--- config.mk ---
export PLATFORM = sky130hd
export DESIGN_NAME = key_event_gen_flat
export DESIGN_NICKNAME = d
export VERILOG_FILES = /design/src/rtl/key_event_pkg.sv /design/src/rtl/key_event_if.sv /design/src/rtl/key_event_gen_sync_2ff.sv /design/src/rtl/key_event_gen.sv /design/src/flat_wrapper.sv
export SDC_FILE = /design/constraint.sdc
export NUM_CORES = 1
export LEC_CHECK = 0
export ABC_AREA = 1
export CAP_MARGIN = 20
export CORE_AREA = 2 2 58 60
export CTS_CLUSTER_DIAMETER = 100
export DETAILED_ROUTE_END_ITERATION = 10
export DIE_AREA = 0 0 60 62
export MAX_ROUTING_LAYER = met4
export PLACE_DENSITY = 0.73
export SLEW_MARGIN = 20
export SYNTH_ARGS = -nofsm -noshare
export SYNTH_HDL_FRONTEND = slang
export SYNTH_SLANG_ARGS = --single-unit
--- constraint.sdc ---
create_clock -name clk -period 1.46 [get_ports clk]
set_clock_uncertainty 0.2 [all_clocks]
set_input_delay 0.146 -clock clk [delete_from_list [all_inputs] [get_ports clk]]
set_output_delay 0.146 -clock clk [all_outputs]
set_load 0.01 [all_outputs]
--- src/rtl/key_event_pkg.sv ---
// Shared definitions for the key event path: FSM state encoding and the
// default timing constants (50 MHz board clock).
package key_event_pkg;

    typedef enum logic [1:0] {
        IDLE       = 2'd0,
        PRESS_DB   = 2'd1,
        HELD       = 2'd2,
        RELEASE_DB = 2'd3
    } state_t;

    localparam int DEF_DEBOUNCE_CYCLES = 500_000;     // 10 ms
    localparam int DEF_REPEAT_DELAY    = 25_000_000;  // 500 ms
    localparam int DEF_REPEAT_PERIOD   = 5_000_000;   // 100 ms

    function automatic int max_int(input int a, input int b);
        return (a > b) ? a : b;
    endfunction

endpackage

--- src/rtl/key_event_if.sv ---
// Key event bundle: raw button in, clean event strobes out.
// 'release' and 'repeat' are SystemVerilog keywords, so those strobes are
// named release_pulse / repeat_pulse.
interface key_event_if;
    logic key_n;          // raw button, 0 = pressed
    logic held;           // debounced level, 1 = pressed
    logic press;          // one-cycle pulse on accepted press
    logic release_pulse;  // one-cycle pulse on accepted release
    logic repeat_pulse;   // one-cycle auto-repeat pulse
    logic step;           // press | repeat

    // producer: the event generator
    modport master (
        input  key_n,
        output held, press, release_pulse, repeat_pulse, step
    );

    // board / consumer side
    modport slave (
        output key_n,
        input  held, press, release_pulse, repeat_pulse, step
    );
endinterface

--- src/rtl/key_event_gen_sync_2ff.sv ---
// Generic two-flop synchroniser for a single asynchronous bit.
// RESET_VAL is the value both flops take in reset.
module sync_2ff #(
    parameter logic RESET_VAL = 1'b1
) (
    input  logic clk,
    input  logic rst_n,
    input  logic d,
    output logic q
);
    logic meta;

    // two-stage capture; the first stage may go metastable
    always_ff @(posedge clk or negedge rst_n) begin
        if (!rst_n) begin
            meta <= RESET_VAL;
            q    <= RESET_VAL;
        end else begin
            meta <= d;
            q    <= meta;
        end
    end
endmodule

--- src/rtl/key_event_gen.sv ---
// key_event_gen: raw active-low button -> synchroniser -> debounce FSM ->
// registered press/release pulses, held level and optional auto-repeat.
// Build option: KEY_EVENT_AUTO_REPEAT_EN enables the repeat timer; without it
// repeat_pulse is tied low, step equals press and REPEAT_* are ignored.
module key_event_gen
    import key_event_pkg::*;
#(
    parameter int DEBOUNCE_CYCLES = DEF_DEBOUNCE_CYCLES,
    parameter int REPEAT_DELAY    = DEF_REPEAT_DELAY,
    parameter int REPEAT_PERIOD   = DEF_REPEAT_PERIOD
) (
    input  logic           clk,
    input  logic           reset_n,
    key_event_if.master    ev
);
    localparam int              DB_W    = $clog2(DEBOUNCE_CYCLES + 1);
    localparam logic [DB_W-1:0] DB_LAST = DB_W'(DEBOUNCE_CYCLES - 1);

    logic key_sync;
    logic p;

    state_t          state, state_nxt;
    logic [DB_W-1:0] db_cnt, db_cnt_nxt;
    logic            held_q, held_nxt;
    logic            press_q, press_nxt;
    logic            rel_q, rel_nxt;
    logic            rpt_q, rpt_nxt;
    logic            step_q;
    logic            rpt_start;   // press accepted: arm the repeat timer

    // Reset value 1 means "released", so a key held through reset is seen
    // as a fresh press once reset lifts.
    sync_2ff #(.RESET_VAL(1'b1)) u_sync (
        .clk   (clk),
        .rst_n (reset_n),
        .d     (ev.key_n),
        .q     (key_sync)
    );

    assign p = ~key_sync;

    // state and debounce counter registers
    always_ff @(posedge clk or negedge reset_n) begin
        if (!reset_n) begin
            state  <= IDLE;
            db_cnt <= '0;
        end else begin
            state  <= state_nxt;
            db_cnt <= db_cnt_nxt;
        end
    end

    // next-state, debounce counting and next values of the event outputs
    always_comb begin
        state_nxt  = state;
        db_cnt_nxt = db_cnt;
        held_nxt   = held_q;
        press_nxt  = 1'b0;
        rel_nxt    = 1'b0;
        rpt_start  = 1'b0;
        case (state)
            IDLE: begin
                if (p) begin
                    state_nxt  = PRESS_DB;
                    db_cnt_nxt = '0;
                end
            end
            PRESS_DB: begin
                if (!p) begin
                    state_nxt = IDLE;
                end else if (db_cnt == DB_LAST) begin
                    state_nxt = HELD;
                    press_nxt = 1'b1;
                    held_nxt  = 1'b1;
                    rpt_start = 1'b1;
                end else begin
                    db_cnt_nxt = db_cnt + 1'b1;
                end
            end
            HELD: begin
                if (!p) begin
                    state_nxt  = RELEASE_DB;
                    db_cnt_nxt = '0;
                end
            end
            RELEASE_DB: begin
                // a bounce back to pressed keeps held high with no pulse
                if (p) begin
                    state_nxt = HELD;
                end else if (db_cnt == DB_LAST) begin
                    state_nxt = IDLE;
                    rel_nxt   = 1'b1;
                    held_nxt  = 1'b0;
                end else begin
                    db_cnt_nxt = db_cnt + 1'b1;
                end
            end
            default: state_nxt = IDLE;
        endcase
    end

`ifdef KEY_EVENT_AUTO_REPEAT_EN
    localparam int               RPT_W     = $clog2(max_int(REPEAT_DELAY, REPEAT_PERIOD) + 1);
    localparam logic [RPT_W-1:0] RPT_FIRST = RPT_W'(REPEAT_DELAY - 1);
    localparam logic [RPT_W-1:0] RPT_NEXT  = RPT_W'(REPEAT_PERIOD - 1);

    logic [RPT_W-1:0] rpt_cnt;
    logic             rpt_first;
    logic             rpt_hit;

    // Timer only advances in HELD, so release bounces freeze the cadence.
    assign rpt_hit = (state == HELD) && (rpt_cnt == (rpt_first ? RPT_FIRST : RPT_NEXT));
    assign rpt_nxt = rpt_hit;

    // repeat timer: first interval REPEAT_DELAY, then REPEAT_PERIOD
    always_ff @(posedge clk or negedge reset_n) begin
        if (!reset_n) begin
            rpt_cnt   <= '0;
            rpt_first <= 1'b0;
        end else if (rpt_start) begin
            rpt_cnt   <= '0;
            rpt_first <= 1'b1;
        end else if (state == HELD) begin
            if (rpt_hit) begin
                rpt_cnt   <= '0;
                rpt_first <= 1'b0;
            end else begin
                rpt_cnt <= rpt_cnt + 1'b1;
            end
        end
    end
`else
    assign rpt_nxt = 1'b0;
`endif

    // registered outputs; press and repeat come from disjoint states
    always_ff @(posedge clk or negedge reset_n) begin
        if (!reset_n) begin
            held_q  <= 1'b0;
            press_q <= 1'b0;
            rel_q   <= 1'b0;
            rpt_q   <= 1'b0;
            step_q  <= 1'b0;
        end else begin
            held_q  <= held_nxt;
            press_q <= press_nxt;
            rel_q   <= rel_nxt;
            rpt_q   <= rpt_nxt;
            step_q  <= press_nxt | rpt_nxt;
        end
    end

    assign ev.held          = held_q;
    assign ev.press         = press_q;
    assign ev.release_pulse = rel_q;
    assign ev.repeat_pulse  = rpt_q;
    assign ev.step          = step_q;

endmodule
--- src/flat_wrapper.sv ---
// flat-port wrapper written by rule: the top's interface ports become plain ports
module key_event_gen_flat import key_event_pkg::*;
#(
    parameter int DEBOUNCE_CYCLES = DEF_DEBOUNCE_CYCLES,
    parameter int REPEAT_DELAY    = DEF_REPEAT_DELAY,
    parameter int REPEAT_PERIOD   = DEF_REPEAT_PERIOD
)
  (clk, reset_n, ev_key_n, ev_held, ev_press, ev_release_pulse, ev_repeat_pulse, ev_step);
  key_event_if ev_i ();
  input  logic clk;
  input  logic reset_n;
  input wire logic [$bits(ev_i.key_n)-1:0] ev_key_n;
  output wire logic [$bits(ev_i.held)-1:0] ev_held;
  output wire logic [$bits(ev_i.press)-1:0] ev_press;
  output wire logic [$bits(ev_i.release_pulse)-1:0] ev_release_pulse;
  output wire logic [$bits(ev_i.repeat_pulse)-1:0] ev_repeat_pulse;
  output wire logic [$bits(ev_i.step)-1:0] ev_step;
  assign ev_i.key_n = ev_key_n;
  assign ev_held = ev_i.held;
  assign ev_press = ev_i.press;
  assign ev_release_pulse = ev_i.release_pulse;
  assign ev_repeat_pulse = ev_i.repeat_pulse;
  assign ev_step = ev_i.step;
  key_event_gen #(.DEBOUNCE_CYCLES(DEBOUNCE_CYCLES), .REPEAT_DELAY(REPEAT_DELAY), .REPEAT_PERIOD(REPEAT_PERIOD)) u_core (.clk(clk), .reset_n(reset_n), .ev(ev_i));
endmodule
==> results.sh, run 1 <==
export IMPL_outcome="finished, violations left"
export IMPL_violations="negative setup slack"
export IMPL_max_vdd_ir_drop_v=0.000494
export IMPL_yosysTopAreaCell="dfrtp_1"
export IMPL_met1_usage=0.298
export IMPL_nNetsFinal=258
export IMPL_dieHeight_um=62
export IMPL_synth_nets=214
export IMPL_synthesis_instances=210
export IMPL_yosysSeqAreaShare=0.409
export IMPL_dp_slack_ns=-0.196
export IMPL_grt_setup_unrepaired="true"
export IMPL_top_usage_layer="met2"
export IMPL_p_per_area_nw_per_um2=639
export IMPL_place_inst=288
export IMPL_synth_top_area_frac=0.376
export IMPL_worstPathRequired_ns=1.54
export IMPL_cts_sinks=26
export IMPL_antenna_found_initial=0
export IMPL_slowest_stage="dfrtp_1"
export IMPL_fin_tns_setup_ns=-3.56
export IMPL_start_kind="flip-flop"
export IMPL_hold_violations=0
export IMPL_instances_no_fill=299
export IMPL_drive_gt1_frac=0.395
export IMPL_path_cells="nor2_2 > nand3_2 > nor2_4 > nand3_4 > nand2_8 > buf_12 > nand2_1 > o21ai_2"
export IMPL_drt_pass1_iter_count=4
export IMPL_endpoint_kind="flip-flop"
export IMPL_antenna_left=0
export IMPL_cts_buffers=3
export IMPL_holdCritPathClass="reg -> reg"
export IMPL_maxCapViolations=0
export IMPL_use_met2=0.343
export IMPL_worst_path_max_fanout=7
export IMPL_start_util=0.502
export IMPL_drt_wirelength_per_cell_um=12.5
export IMPL_worstHoldPathCells=0
export IMPL_clk_pin_slew_ns=0.15
export IMPL_grt_util_met3=0.0269
export IMPL_finalCriticalPeriod_ns=1.67
export IMPL_hpwlAfterDp_mm=2.60
export IMPL_synth_ff_latch_count=26
export IMPL_viasPerCell=4.95
export IMPL_core_sq_um=3180
export IMPL_num_antenna_cells=0
export IMPL_critPathArrivalTime_ns=1.75
export IMPL_dieWidth_um=60
export IMPL_clkLatencyLatePin_ns=0.34
export IMPL_dieArea_sq_um=3720
export IMPL_crit_type="reg -> reg"
export IMPL_synth_cell_types=27
export IMPL_cp_num_cells=8
export IMPL_cts_root_buf="clkbuf_4"
export IMPL_ff2ff_path_depth=8
export IMPL_path_buf_inv=1
export IMPL_clock_path_buffers=2
export IMPL_max_clock_freq_mhz=599
export IMPL_yosys_top_cells_area="dfrtp_1, nand2_1, nor2_1, o21ai_2, nand3_1"
export IMPL_gp_congestion=0.905
export IMPL_track_usage=0.226
export IMPL_cp_top_family="simple AND/OR/NAND/NOR gates"
export IMPL_via_count=1481
export IMPL_crit_end="u_core.db_cnt[2]"
export IMPL_r2r_setup_slack_ns=-0.21
export IMPL_setup_viol_count_final=23
export IMPL_r2r_end="u_core.db_cnt[2]"
export IMPL_fin_util=0.695
export IMPL_tritoncts="built"
export IMPL_startpoint="u_core.db_cnt[6]"
export IMPL_crit_path_max_incr_delay_ns=0.44
export IMPL_fp_row_count=21
export IMPL_synth_avg_cell_area_sq_um=7.60
export IMPL_drc=0
export IMPL_grt_pass1_vias=1328
export IMPL_syn_cell_area_sq_um=1600
export IMPL_drv_slew=0
export IMPL_syn_to_final_growth_pct=38.3
export IMPL_grt_max_degree=27
export IMPL_grt_pass1_wl_mm=5.97
export IMPL_p_leak_nw=1.05
export IMPL_total_power_mw=1.41
export IMPL_overflow=0
export IMPL_fin_crit_sh=1.14
export IMPL_drt_initial_drc_count=89
export IMPL_ioPinCount=8
export IMPL_ys_warn_count=0
export IMPL_totalWireLength_mm=3.75
export IMPL_r2r_start="u_core.db_cnt[6]"
export IMPL_finalWorstSetupSlack_ns=-0.210
export IMPL_io_buffer_count=6
export IMPL_htreeDepth=1
==> state kept, by name, indices dropped and copies added (netlist names), named ones only <==
| name | cells |
|---|---|
| u_core.db_cnt | 19 |
| u_core.u_sync.meta | 1 |
| u_core.ev.press | 1 |
| u_core.ev.release_pulse | 1 |
| u_core.ev.held | 1 |
| u_core.u_sync.q | 1 |
| u_core.state | 1 |
==> routing by layer <==
metal | wire (um) | vias to the layer above
li1 | - | 740
met2 | 1850 | 43
met4 | 103 | 0
met1 | 1650 | 689
met3 | 151 | 9
met5 | 0 | -
==> kinds of logic after synthesis <==
kind of cell / count (synthesis) / share of synthesized area
AOI/OAI and AO/OA: 18 / 0.0784
xor gates and xnor gates: 9 / 0.0494
adders and majority gates: 1 / 0.00784
buffers and inverters: 27 / 0.0776
DFF: 26 / 0.409
other: 1 / 0.00235
and+or+nand+nor: 128 / 0.375
==> where the power goes <==
group / internal [mW] / switching, mW
combinational: 0.0746 / 0.0816
sequential: 0.736 / 0.0110
clock: 0.278 / 0.230
==> synth_stat cells (all sizes together) <==
cell,n
nand2,72
and2,2
xnor2,4
nand3b,1
nand4,4
nor2,33
dfrtp,24
conb,1
o21bai,2
dfstp,2
inv,22
xor2,5
buf,4
clkinv,1
ha,1
o21ai,16
nand3,15
nor3,1
==> how the worst min path moves through the flow <==
stage	to	slack [ns]	from
global route	u_core.u_sync.q	0.18	u_core.u_sync.meta
detailed placement	u_core.u_sync.q	0.15	u_core.u_sync.meta
floorplan	asynchronous set/reset pin	-0.35	reset_n
global placement	u_core.u_sync.q	0.15	u_core.u_sync.meta
finish	u_core.u_sync.q	0.17	u_core.u_sync.meta
CTS	u_core.u_sync.q	0.17	u_core.u_sync.meta
==> cells in the final DEF, fill, tap and decap left out, types with 2 or more instances in the layout <==
master and count:
buf_12 3, inv_2 5, dfrtp_1 23, nand3_1 10
nand3_2 3, xor2_1 5, nand2_4 6, buf_4 30
nor2_4 5, o21ai_1 5, o21bai_1 2, nand3_4 2
dlygate4sd3_1 2, and2_1 2, o21ai_2 11, xnor2_1 3
clkbuf_4 3, nand2_1 48, inv_1 16, nor2_2 5
clkdlybuf4s50_1 2, nand2_2 17, nor2_1 23, dfstp_2 2
dlygate4sd2_1 4, nand4_1 4
==> cell type report <==
| class | count | area [sq um] |
|---|---|---|
| multi-input cells | 157 | 955 |
| well taps | 46 | 57.6 |
| inverters | 23 | 88.8 |
| clock buffers | 3 | 22.5 |
| fillers | 239 | 971 |
| clock inverters | 1 | 30.0 |
| repair buffers | 43 | 400 |
| flip-flops and latches | 26 | 654 |
==> what timing repair did <==
item	in CTS	in global routing
gates cloned	0	1
buffers inserted	3	1
gates resized for setup	15	25
hold buffers	2	0
endpoints found under the hold margin	25	0
pin swaps	7	9
setup endpoints to repair	26	23
==> stage by stage <==
stage	hold slack, ns	area, sq um
finish	0.168	2210
global route	0.179	2210
CTS	0.170	2090
detailed placement	0.151	1940
global placement	0.146	1940
floorplan	-0.350	1620
(Power assumes the default switching activity.)
==> run 2, diff against run 1 <==
- CORE_AREA: 2 2 58 60 -> 2 2 58 55
- DIE_AREA: 0 0 60 62 -> 0 0 60 57
- PLACE_DENSITY: 0.73 -> 0.76
- SKIP_LAST_GASP: not set -> 1
- clock period: 1.46 -> 1.8 ns (I/O delays scaled with it)
==> run 2 against run 1 <==
Against the previous run: the flow now finishes without violations; final cell count down 6.4%; combinational power down 38%; setup slack better by 0.29 ns; hold slack worse by 0.11 ns; maximum frequency down 3.1%; highest routed layer unchanged.
==> results.sh, run 2 (synthesis results as in run 1) <==
export IMPL_fin_tns_setup_ns=0
export IMPL_use_met2=0.331
export IMPL_max_vdd_ir_drop_v=0.000425
export IMPL_r2r_end="u_core.db_cnt[7]"
export IMPL_met1_usage=0.316
export IMPL_r2r_start="u_core.db_cnt[1]"
export IMPL_overflow=0
export IMPL_drive_gt1_frac=0.269
export IMPL_grt_util_met3=0.0272
export IMPL_gp_congestion=0.931
export IMPL_clkLatencyLatePin_ns=0.33
export IMPL_r2r_setup_slack_ns=0.08
export IMPL_worst_path_max_fanout=6
export IMPL_layout_common_cells="nand2_1, nor2_1, dfrtp_1, inv_1, buf_4"
export IMPL_cts_root_buf="clkbuf_4"
export IMPL_instances_no_fill=280
export IMPL_ff2ff_path_depth=8
export IMPL_clk_pin_slew_ns=0.15
export IMPL_drt_wirelength_per_cell_um=12.6
export IMPL_io_buffer_count=6
export IMPL_start_util=0.555
export IMPL_viasPerCell=5.04
export IMPL_dieHeight_um=57
export IMPL_drc=0
export IMPL_fp_row_count=19
export IMPL_totalWireLength_mm=3.54
export IMPL_place_inst=266
export IMPL_grt_pass1_vias=1232
export IMPL_top_usage_layer="met2"
export IMPL_nNetsFinal=243
export IMPL_p_leak_nw=0.895
export IMPL_cts_sinks=26
export IMPL_startpoint="u_core.db_cnt[1]"
export IMPL_grt_max_degree=27
export IMPL_core_sq_um=2880
export IMPL_p_per_area_nw_per_um2=561
export IMPL_finalCriticalPeriod_ns=1.72
export IMPL_antenna_left=0
export IMPL_holdCritPathClass="in -> reg"
export IMPL_clock_path_buffers=2
export IMPL_dieArea_sq_um=3420
export IMPL_syn_to_final_growth_pct=24.8
export IMPL_drt_initial_drc_count=86
export IMPL_dieWidth_um=60
export IMPL_crit_type="reg -> reg"
export IMPL_critPathArrivalTime_ns=1.78
export IMPL_num_antenna_cells=0
export IMPL_start_kind="flip-flop"
export IMPL_worstPathRequired_ns=1.86
export IMPL_hold_violations=0
export IMPL_cts_buffers=3
export IMPL_final_common_cell="nand2_1"
export IMPL_worstMarginPinSlew_ns=0.546
export IMPL_crit_end="u_core.db_cnt[7]"
export IMPL_finalInstanceArea_sq_um=1990
export IMPL_regMostFlops="u_core.db_cnt"
export IMPL_setup_viol_count_final=0
export IMPL_maxSlewHeadroom=0.634
export IMPL_fin_util=0.693
export IMPL_drv_slew=0
export IMPL_via_count=1410
export IMPL_drt_pass1_iter_count=4
export IMPL_hpwlAfterDp_mm=2.46
export IMPL_maxCapViolations=0
export IMPL_outcome="completed"
export IMPL_largest_register_ffs=19
export IMPL_antenna_found_initial=0
export IMPL_place_area_sq_um=1770
export IMPL_dp_slack_ns=0.0556
export IMPL_fin_crit_sh=0.958
export IMPL_endpoint_kind="flip-flop"
export IMPL_max_clock_freq_mhz=580
export IMPL_tritoncts="built"
export IMPL_htreeDepth=1
export IMPL_finalWorstSetupSlack_ns=0.0761
export IMPL_track_usage=0.222
export IMPL_ioPinCount=8
export IMPL_grt_pass1_wl_mm=5.61
[run 2: cell count changes in the layout (fill, tap and decap cells not counted), sizes merged]
cell           change
clkdlybuf4s50      +4
nand2              +1
buf               -15
dlygate4sd3        -1
dlygate4sd2        -4
[run 2: cell type report]
type / instances / area, sq um
Clock buffer: 3 / 22.5
Clock inverter: 1 / 30.0
Fill cell: 223 / 883
Inverter: 23 / 86.3
Multi-Input combinational cell: 158 / 882
Sequential cell: 26 / 653
Tap cell: 42 / 52.6
Timing Repair Buffer: 27 / 267
[run 2: what timing repair did]
| action | CTS | global route |
|---|---|---|
| setup endpoints to repair | 0 | 16 |
| hold buffers | 1 | 0 |
| hold endpoints to repair | 10 | 0 |
| gates resized for setup | 0 | 11 |
| setup buffers | 0 | 7 |
[run 2: layer usage]
layer | routed length (um) | share of wire | vias to the layer above
met4 | 21 | 0.0059 | 0
met1 | 1710 | 0.48 | 655
met5 | 0 | 0 | -
met2 | 1680 | 0.47 | 33
met3 | 130 | 0.037 | 4
li1 | - | - | 718
[run 2: power by group]
group          internal [mW]  total [mW]  switching [mW]
sequential             0.597       0.612          0.0148
clock                  0.225       0.408           0.183
combinational         0.0441      0.0972          0.0531
total                  0.867        1.12           0.251
[run 2: per-stage QoR]
step	power, mW	hold WS (ns)
after floorplan	0.658	-0.316
after global placement	0.686	0.146
after detailed placement	0.688	0.156
after CTS	1.10	0.0500
after global routing	1.17	0.0290
final	1.12	0.0543
[run 2: worst max-delay path: stages, from the launching register on]
cell     delay, ns
dfrtp_1       0.45
ha_4          0.17
nand2_2       0.07
nor2_4        0.19
nand3_4       0.16
nand2_8       0.15
buf_12        0.12
nand2_1       0.05
o21ai_1       0.08
[run 2: worst min path at each step]
stage | startpoint | to | slack, ns | cells after the start
after floorplan | reset_n | asynchronous set/reset pin | -0.32 | 0
after global placement | u_core.u_sync.meta | u_core.u_sync.q | 0.15 | 0
after detailed placement | u_core.u_sync.meta | u_core.u_sync.q | 0.16 | 0
after CTS | ev_key_n | u_core.u_sync.meta | 0.05 | 1
after global routing | ev_key_n | u_core.u_sync.meta | 0.03 | 1
final | ev_key_n | u_core.u_sync.meta | 0.05 | 1
